==> src/rtl/csa_serial_nibble_sequencer_if.sv <==
// Operand request and result return channels of the nibble-serial adder front end.
// A transfer happens on the rising edge where valid && ready; the source holds its payload stable while valid is high.
interface csa_serial_nibble_sequencer_if #(
    parameter int WIDTH = 16
) ();
    logic             in_valid;
    logic             in_ready;
    logic [WIDTH-1:0] a;
    logic [WIDTH-1:0] b;
    logic             cin;
    logic             out_valid;
    logic             out_ready;
    logic [WIDTH-1:0] sum;
    logic             cout;

    modport master (
        output in_valid, a, b, cin, out_ready,
        input  in_ready, out_valid, sum, cout
    );

    modport slave (
        input  in_valid, a, b, cin, out_ready,
        output in_ready, out_valid, sum, cout
    );
endinterface

==> src/rtl/csa_serial_nibble_sequencer.sv <==
// Feeds two WIDTH-bit operands through one external 4-bit adder slice, LSB nibble first,
// carrying between passes and assembling the WIDTH-bit sum plus carry-out.
module csa_serial_nibble_sequencer #(
    parameter int WIDTH = 16
) (
    input  logic                                clk,
    input  logic                                rst,
    csa_serial_nibble_sequencer_if.slave        bus,
    output logic [3:0]                          slice_a_o,
    output logic [3:0]                          slice_b_o,
    output logic                                slice_cin_o,
    input  logic [3:0]                          slice_sum_i,
    input  logic                                slice_carry_i,
    output logic                                busy_o,
    output logic [1:0]                          state_o
);
    localparam int NNIB = WIDTH / 4;
    localparam int IDXW = (NNIB > 1) ? $clog2(NNIB) : 1;
    localparam logic [IDXW-1:0] IDX_LAST = IDXW'(NNIB - 1);

    typedef enum logic [1:0] {
        S_IDLE = 2'd0,
        S_RUN  = 2'd1,
        S_DONE = 2'd2
    } state_t;

    state_t           state_q;
    logic [IDXW-1:0]  idx_q;
    logic [WIDTH-1:0] a_q;
    logic [WIDTH-1:0] b_q;
    logic             carry_q;
    logic [WIDTH-1:0] sum_q;
    logic [WIDTH-1:0] sum_d;
    logic             cout_q;
    logic             out_valid_q;
    logic             run;

    assign run = (state_q == S_RUN);

    // Slice inputs come only from registers so the external slice closes no comb loop.
    assign slice_a_o   = run ? a_q[{idx_q, 2'b00} +: 4] : 4'h0;
    assign slice_b_o   = run ? b_q[{idx_q, 2'b00} +: 4] : 4'h0;
    assign slice_cin_o = run ? carry_q : 1'b0;

    always_comb begin
        sum_d = sum_q;
        sum_d[{idx_q, 2'b00} +: 4] = slice_sum_i;
    end

    always_ff @(posedge clk or posedge rst) begin
        if (rst) begin
            state_q     <= S_IDLE;
            idx_q       <= '0;
            a_q         <= '0;
            b_q         <= '0;
            carry_q     <= 1'b0;
            sum_q       <= '0;
            cout_q      <= 1'b0;
            out_valid_q <= 1'b0;
        end else begin
            case (state_q)
                S_IDLE: begin
                    if (bus.in_valid) begin
                        a_q     <= bus.a;
                        b_q     <= bus.b;
                        carry_q <= bus.cin;
                        idx_q   <= '0;
                        sum_q   <= '0;
                        cout_q  <= 1'b0;
                        state_q <= S_RUN;
                    end
                end
                S_RUN: begin
                    sum_q   <= sum_d;
                    carry_q <= slice_carry_i;
                    if (idx_q == IDX_LAST) begin
                        cout_q      <= slice_carry_i;
                        out_valid_q <= 1'b1;
                        state_q     <= S_DONE;
                    end else begin
                        idx_q <= idx_q + 1'b1;
                    end
                end
                S_DONE: begin
                    // Result stays put until taken; a new add waits for the next cycle.
                    if (bus.out_ready) begin
                        out_valid_q <= 1'b0;
                        state_q     <= S_IDLE;
                    end
                end
                default: begin
                    state_q <= S_IDLE;
                end
            endcase
        end
    end

    assign bus.in_ready  = (state_q == S_IDLE);
    assign bus.out_valid = out_valid_q;
    assign bus.sum       = sum_q;
    assign bus.cout      = cout_q;
    assign busy_o        = (state_q != S_IDLE);
    assign state_o       = state_q;
endmodule

==> src/flat_wrapper.sv <==
// flat-port wrapper written by rule: the top's interface ports become plain ports
module csa_serial_nibble_sequencer_flat 
#(
    parameter int WIDTH = 16
)
  (clk, rst, slice_a_o, slice_b_o, slice_cin_o, slice_sum_i, slice_carry_i, busy_o, state_o, bus_in_valid, bus_a, bus_b, bus_cin, bus_out_ready, bus_in_ready, bus_out_valid, bus_sum, bus_cout);
  csa_serial_nibble_sequencer_if #(.WIDTH(WIDTH)) bus_i ();
  input  logic clk;
  input  logic rst;
  output logic [3:0] slice_a_o;
  output logic [3:0] slice_b_o;
  output logic slice_cin_o;
  input  logic [3:0] slice_sum_i;
  input  logic slice_carry_i;
  output logic busy_o;
  output logic [1:0] state_o;
  input wire logic [$bits(bus_i.in_valid)-1:0] bus_in_valid;
  input wire logic [$bits(bus_i.a)-1:0] bus_a;
  input wire logic [$bits(bus_i.b)-1:0] bus_b;
  input wire logic [$bits(bus_i.cin)-1:0] bus_cin;
  input wire logic [$bits(bus_i.out_ready)-1:0] bus_out_ready;
  output wire logic [$bits(bus_i.in_ready)-1:0] bus_in_ready;
  output wire logic [$bits(bus_i.out_valid)-1:0] bus_out_valid;
  output wire logic [$bits(bus_i.sum)-1:0] bus_sum;
  output wire logic [$bits(bus_i.cout)-1:0] bus_cout;
  assign bus_i.in_valid = bus_in_valid;
  assign bus_i.a = bus_a;
  assign bus_i.b = bus_b;
  assign bus_i.cin = bus_cin;
  assign bus_i.out_ready = bus_out_ready;
  assign bus_in_ready = bus_i.in_ready;
  assign bus_out_valid = bus_i.out_valid;
  assign bus_sum = bus_i.sum;
  assign bus_cout = bus_i.cout;
  csa_serial_nibble_sequencer #(.WIDTH(WIDTH)) u_core (.clk(clk), .rst(rst), .bus(bus_i), .slice_a_o(slice_a_o), .slice_b_o(slice_b_o), .slice_cin_o(slice_cin_o), .slice_sum_i(slice_sum_i), .slice_carry_i(slice_carry_i), .busy_o(busy_o), .state_o(state_o));
endmodule
==> config.mk <==
export PLATFORM = sky130hd
export DESIGN_NAME = csa_serial_nibble_sequencer_flat
export DESIGN_NICKNAME = d
export VERILOG_FILES = /design/src/rtl/csa_serial_nibble_sequencer_if.sv /design/src/rtl/csa_serial_nibble_sequencer.sv /design/src/flat_wrapper.sv
export SDC_FILE = /design/constraint.sdc
export NUM_CORES = 1
export LEC_CHECK = 0
export ABC_AREA = 1
export CORE_ASPECT_RATIO = 0.8
export CORE_UTILIZATION = 35
export DETAILED_ROUTE_END_ITERATION = 8
export GPL_ROUTABILITY_DRIVEN = 1
export SYNTH_ARGS = -nofsm -noshare
export SYNTH_HDL_FRONTEND = slang
export SYNTH_SLANG_ARGS = --single-unit
==> constraint.sdc <==
create_clock -name clk -period 5.35 [get_ports clk]
set_clock_uncertainty 0.1 [all_clocks]
set_input_delay 1.07 -clock clk [delete_from_list [all_inputs] [get_ports clk]]
set_output_delay 1.07 -clock clk [all_outputs]
set_load 0.03 [all_outputs]
==> results of run 1 <==
-- metal layers --
metal	global-route usage, %	vias to the layer above	routed length [µm]
met5	0	-	0
met4	3.91	0	43
met3	3.23	2	258
met2	24.9	47	2690
met1	23.0	1077	3240
li1	-	1184	-
-- sequential cells by signal, summed over array words and instances, names as in the netlist --
| signal | flops |
|---|---|
| u_core.bus.sum | 16 |
| u_core.bus.out_valid | 1 |
| u_core.carry_q | 1 |
| u_core.b_q | 16 |
| u_core.a_q | 16 |
| u_core.bus.cout | 1 |
| u_core.state_o | 2 |
| u_core.idx_q | 2 |
-- critical path: stages (launching register included) --
cell             delay, ps
dfrtp_1                890
inv_2                  360
nand2_1                150
nand3_1                 80
a21oi_1                180
clkdlybuf4s50_1        710
-- synth_stat cells, types with 2 or more instances --
master | count | share of area, %
inv_2 | 3 | 0.41
nand2_2 | 2 | 0.45
a21oi_1 | 8 | 1.4
buf_2 | 6 | 1.1
inv_1 | 42 | 5.7
clkbuf_1 | 3 | 0.41
o21ai_2 | 21 | 6.7
nor2_1 | 10 | 1.4
dfrtp_1 | 55 | 50
buf_6 | 7 | 2.9
o21ai_1 | 7 | 1.3
nand3_1 | 48 | 8.7
o21ai_0 | 10 | 1.8
nand2_1 | 102 | 14
ha_1 | 6 | 2.7
-- worst paths after layout --
| check | slack, ps | cells past startpoint | startpoint | to |
|---|---|---|---|---|
| setup reg to reg | 2920 | 5 | u_core.idx_q[1] | u_core.bus.sum[2] |
| hold / removal | 380 | 2 | u_core.bus.out_valid | u_core.bus.out_valid |
| max in group asynchronous | 3530 | 3 | rst | u_core.bus.sum[1] |
| hold reg to reg | 380 | 2 | u_core.bus.out_valid | u_core.bus.out_valid |
| min in group asynchronous | 1170 | 3 | rst | u_core.b_q[0] |
| setup / recovery | 1510 | 5 | u_core.idx_q[0] | slice_a_o[3] |
-- metrics by stage --
step           power (mW)  hold WS (ps)  instances  worst slack [ps]  util (%)
3_5_place_dp         1.77           364        499              1840      46.6
3_3_place_gp         1.75           364        499              1910      46.6
5_1_grt              2.14           442        507              1340      47.7
4_1_cts              2.00           389        507              1490      47.7
6_report             1.98           384        507              1510      47.7
2_1_floorplan        1.45           379        336              2740         -
-- layout make-up --
| type | count | area, µm² |
|---|---|---|
| fill | 776 | 3940 |
| sequential | 55 | 1380 |
| multi-input combinational | 219 | 1090 |
| timing repair buffer | 74 | 736 |
| inverter | 46 | 173 |
| tap | 105 | 131 |
| clock buffer | 5 | 68.8 |
| clock inverter | 3 | 15.0 |
-- power groups by stage --
stage          sequential, mW  clock, mW  combinational (mW)
3_3_place_gp            0.675          0                1.08
2_1_floorplan           0.704          0               0.747
4_1_cts                 0.671      0.234                1.09
6_report                0.672      0.224                1.08
3_5_place_dp            0.679          0                1.09
5_1_grt                 0.691      0.252                1.20
-- cells in the final DEF, fill, tap and decap left out, drive strengths merged --
cell type      count
a21oi              8
o21ai             38
dfrtp             55
nand3             48
nand4              1
clkinv             4
buf                2
inv               45
clkbuf             5
nand2            104
clkdlybuf4s50     72
o31ai              1
ha                 6
nor3               1
nor2              12
-- logic make-up after synthesis --
kind of cell / count (synthesis) / synth area share [%]
simple gates: 166 / 25.4
buf+inv: 62 / 10.6
flops: 55 / 49.8
compound gates: 47 / 11.5
fa+ha+maj: 6 / 2.72
==> summary.md, run 1 <==
| Metric | Value |
|---|---|
| Routed wire per std cell | `12.3 µm` |
| Sequential share of power | `34.0%` |
| Routability cong. | `0.739` |
| DR vias | `2,310` |
| Power per cell area | `550 nW/µm²` |
| CTS Root Cell | `clkbuf_8` |
| Data required, critical path | `4180 ps` |
| Yosys Warn Count | `0` |
| # DRC | `0` |
| Clock Power Share | `11.3%` |
| Htree depth | `2` |
| First-pass GRT wire length | `10,300 µm` |
| Die Height | `81.5 µm` |
| Clock sink count | `55` |
| Setup-failing EPs final | `0` |
| Avg Cell Area, Syn | `8.22 µm²` |
| # diodes | `0` |
| Critical path arrival | `2670 ps` |
| RSZ-0062 raised after global routing | `false` |
| CTS Hold Buffers Added | `0` |
| Sw Pwr | `0.910 mW` |
| MaxCap Viol Count | `0` |
| Combinational share of power | `54.7%` |
| Port Buffer Count | `72` |
| Clock slew seen by the registers of the worst setup and hold paths | `100 ps` |
| #FFs+latches synth | `55` |
| Crit path time final | `3840 ps` |
| Clock latency at the later pin of the worst-skew pair | `300 ps` |
| Post-CTS setup buffer count | `0` |
| Io pins | `73` |
| Area grow syn2layout | `30.1%` |
| Core Area | `7530 µm²` |
| Synth Flop Type | `dfrtp_1` |
| CTS tree | `yes` |
| Startpoint Class | `register` |
| HP Class | `register to register` |
| Layout cells sized above 1 | `9.70%` |
| Setup TNS | `0 ps` |
| Finished layout cell area | `3590 µm²` |
| Max Buffers Root-to-Sink | `2` |
| Int Power | `1.07 mW` |
| Max rail drop VDD | `0.229 mV` |
| Vias per cell | `4.56` |
| DR iter-0 viols | `75` |
| # rows | `28` |
| Total Routed Length | `6230 µm` |
| Die area | `8250 µm²` |
| Max Clock Freq | `260 MHz` |
| Total CTS buffers | `5` |
| All-Layer GR Usage | `16.0%` |
| Die width | `101 µm` |
| Worst Setup End Kind | `primary output` |
| First drt pass iteration count | `4` |
| Vias in the first global route | `2,212` |
| Antenna violations before repair | `0` |
| Slew @ Worst Pin | `833 ps` |
| Outcome | `completed` |
| Final Cycle Share | `71.9%` |
| Syn Std Cell Area | `2760 µm²` |
| CP max FO | `24` |
| Mapped Cells | `336` |
| Async set or reset register ratio after synthesis | `100%` |
| LEAKAGE | `1.70 nW` |
| CTS resizes | `0` |
| Worst slew margin | `44.5%` |
| DP Wirelength | `4340 µm` |
| Dpl cell area | `3510 µm²` |
| Final Hold Viols | `0` |
| Post-synth EDFFs | `0` |
| CP Class | `register to primary output` |
| Switching share of power | `46.1%` |
| Sequential area share after synthesis | `49.8%` |
| Starting Density | `36.7%` |
| Nets | `449` |
| Distinct cells, synth | `21` |
| Syn nets | `384` |
| Largest net degree at the start of global routing | `56` |
| Grt ovf | `0` |
| Final Slew Violations | `0` |
| Routed Antenna Nets | `0` |
(Power assumes the default switching activity.)
==> run 2, diff against run 1 <==
==> constraint.sdc (replaced) <==
create_clock -name clk -period 3.9 [get_ports clk]
set_clock_uncertainty 0.1 [all_clocks]
set_input_delay 0.78 -clock clk [delete_from_list [all_inputs] [get_ports clk]]
set_output_delay 0.78 -clock clk [all_outputs]
set_load 0.03 [all_outputs]
==> run 2 against run 1 <==
Net effect: utilization rose by 0.27 points; clock power up 34%; first-iteration DRC count grew 15%; total power is 38% higher; non-clock buffer count increased by 3; critical path depth is 1 lower; critical path type unchanged; largest power group unchanged.
==> summary.md, run 2 (synthesis results as in run 1) <==
| Metric | Value |
|---|---|
| Int Power | `1.48 mW (+39%)` |
| LEAKAGE | `1.71 nW (+0.57%)` |
| Combinational share of power | `57.1% (+2.4 points)` |
| Routed Antenna Nets | `0 (unchanged)` |
| Most frequent cells in the layout | `nand2_1, clkdlybuf4s50_1, dfrtp_1` |
| Power per cell area | `756 nW/µm² (+37%)` |
| Die Height | `81.5 µm (unchanged)` |
| Setup TNS | `0 ps (unchanged)` |
| HP Class | `register to register` |
| Grt ovf | `0 (unchanged)` |
| Critical path arrival | `2240 ps (-430 ps)` |
| CP max-delay cell | `clkdlybuf4s50_1` |
| Final WS setup | `781 ps (-725 ps)` |
| Clock sink count | `55 (unchanged)` |
| R2R Setup Slk | `1910 ps (-1010 ps)` |
| CP max FO | `13 (-46%)` |
| Max Buffers Root-to-Sink | `2 (unchanged)` |
| Pwr Total | `2.73 mW (+38%)` |
| RSZ-0062 raised after global routing | `false` |
| Final Slew Violations | `0 (unchanged)` |
| Crit-path cells | `inv_1 > nand2_1 > a21oi_1 > clkdlybuf4s50_1` |
| Worst slack at placement | `1110 ps (-728 ps)` |
| Port Buffer Count | `72 (unchanged)` |
| Most common cell after layout, fill and taps aside | `nand2_1` |
| First-pass GRT wire length | `10,900 µm (+5.9%)` |
| First drt pass iteration count | `4 (unchanged)` |
| Routed wire per std cell | `12.5 µm (+1.9%)` |
| # diodes | `0 (unchanged)` |
| Clock Power Share | `11.0% (-0.3 points)` |
| Setup-failing EPs final | `0 (unchanged)` |
| Outcome | `completed` |
| Max stage delay on crit path | `710 ps (-180 ps)` |
| Clock slew seen by the registers of the worst setup and hold paths | `90 ps (about the same)` |
| Antenna violations before repair | `0 (unchanged)` |
| All-Layer GR Usage | `17.1% (+1.1 points)` |
| Worst Setup End Kind | `primary output` |
| # rows | `28 (unchanged)` |
| Crit path time final | `3120 ps` |
| Die width | `101 µm (unchanged)` |
| Final Hold Viols | `0 (unchanged)` |
| DR vias | `2,330 (+0.87%)` |
| Top cell family by delay on the critical path | `buffers and inverters` |
| Worst slew margin | `52.8% (+8.3 points)` |
| Data required, critical path | `3020 ps (-1160 ps)` |
| Max Clock Freq | `321 MHz` |
| Clock latency at the later pin of the worst-skew pair | `290 ps (about the same)` |
| CTS Root Cell | `clkbuf_8` |
| Io pins | `73 (unchanged)` |
| Max rail drop VDD | `0.351 mV (+53%)` |
| Area grow syn2layout | `30.8%` |
| Routability cong. | `0.770 (+4.3%)` |
| CTS resizes | `0 (unchanged)` |
| Final Cycle Share | `80.0%` |
| Total Routed Length | `6390 µm (+2.5%)` |
| CTS tree | `yes` |
| Core Area | `7530 µm² (unchanged)` |
| Htree depth | `2 (unchanged)` |
| Layout cells sized above 1 | `9.88% (+0.18 points)` |
| Post-CTS setup buffer count | `0 (unchanged)` |
| Switching share of power | `45.7% (-0.38 points)` |
| Die area | `8250 µm² (unchanged)` |
| Crit path buffers/inverters | `2 (unchanged)` |
| # DRC | `0 (unchanged)` |
| DR iter-0 viols | `86 (+15%)` |
| CTS Hold Buffers Added | `0 (unchanged)` |
| Largest net degree at the start of global routing | `66 (+18%)` |
| Startpoint Class | `register` |
| Slew @ Worst Pin | `708 ps (-125 ps)` |
| Total CTS buffers | `5 (unchanged)` |
| Sw Pwr | `1.25 mW (+37%)` |
| Vias per cell | `4.57 (+0.27%)` |
| CP Class | `register to primary output` |
| Starting Density | `36.7% (unchanged)` |
| Sequential share of power | `31.8% (-2.2 points)` |
| Vias in the first global route | `2,212 (unchanged)` |
| DP Wirelength | `4350 µm (+0.38%)` |
| Nets | `452 (+0.67%)` |
| Hold_ws | `376 ps (-8.39 ps)` |
| Post-layout util | `48.0% (+0.27 points)` |
| MaxCap Viol Count | `0 (unchanged)` |
run 2: power by group through the flow:
stage                     clock [mW]  combinational [mW]  sequential, mW
after floorplan                    0                1.02           0.966
after global placement             0                1.55           0.878
after detailed placement           0                1.57           0.883
after CTS                      0.317                1.57           0.871
after global routing           0.338                1.73           0.897
final                          0.301                1.56           0.870
run 2: path summary, 6_finish.rpt:
| path | start | to | cells past startpoint |
|---|---|---|---|
| worst min register to register | u_core.bus.out_valid | u_core.bus.out_valid | 2 |
| max in group asynchronous | rst | u_core.bus.sum[4] | 3 |
| worst min-delay path | u_core.bus.out_valid | u_core.bus.out_valid | 2 |
| min in group asynchronous | rst | u_core.b_q[0] | 3 |
| worst max-delay path | u_core.state_o[1] | slice_a_o[1] | 4 |
| worst max register to register | u_core.state_o[0] | u_core.a_q[15] | 6 |
run 2: worst min-delay path, cell delays in order (launching register included):
cell and delay, ps:
dfrtp_1 350, nand2_1 50, nand2_1 40
run 2: area by class of cell:
type                       instances  area (µm²)
timing repair buffer              77         758
tap                              105         131
multi-input combinational        219        1090
clock buffer                       7        76.3
clock inverter                     1        5.00
fill                             749        3920
inverter                          46         173
sequential                        55        1380
run 2: per-stage QoR:
step / area [µm²] / cells
final: 3610 / 510
after floorplan: 2760 / 336
after CTS: 3610 / 510
after global routing: 3610 / 510
after detailed placement: 3530 / 502
after global placement: 3530 / 502
run 2: routing by layer:
metal	wire, µm	global-route usage, %	vias to the layer above
li1	-	-	1195
met1	3270	24.9	1077
met2	2760	26.1	56
met3	312	3.40	2
met4	42	4.49	0
met5	0	0	-
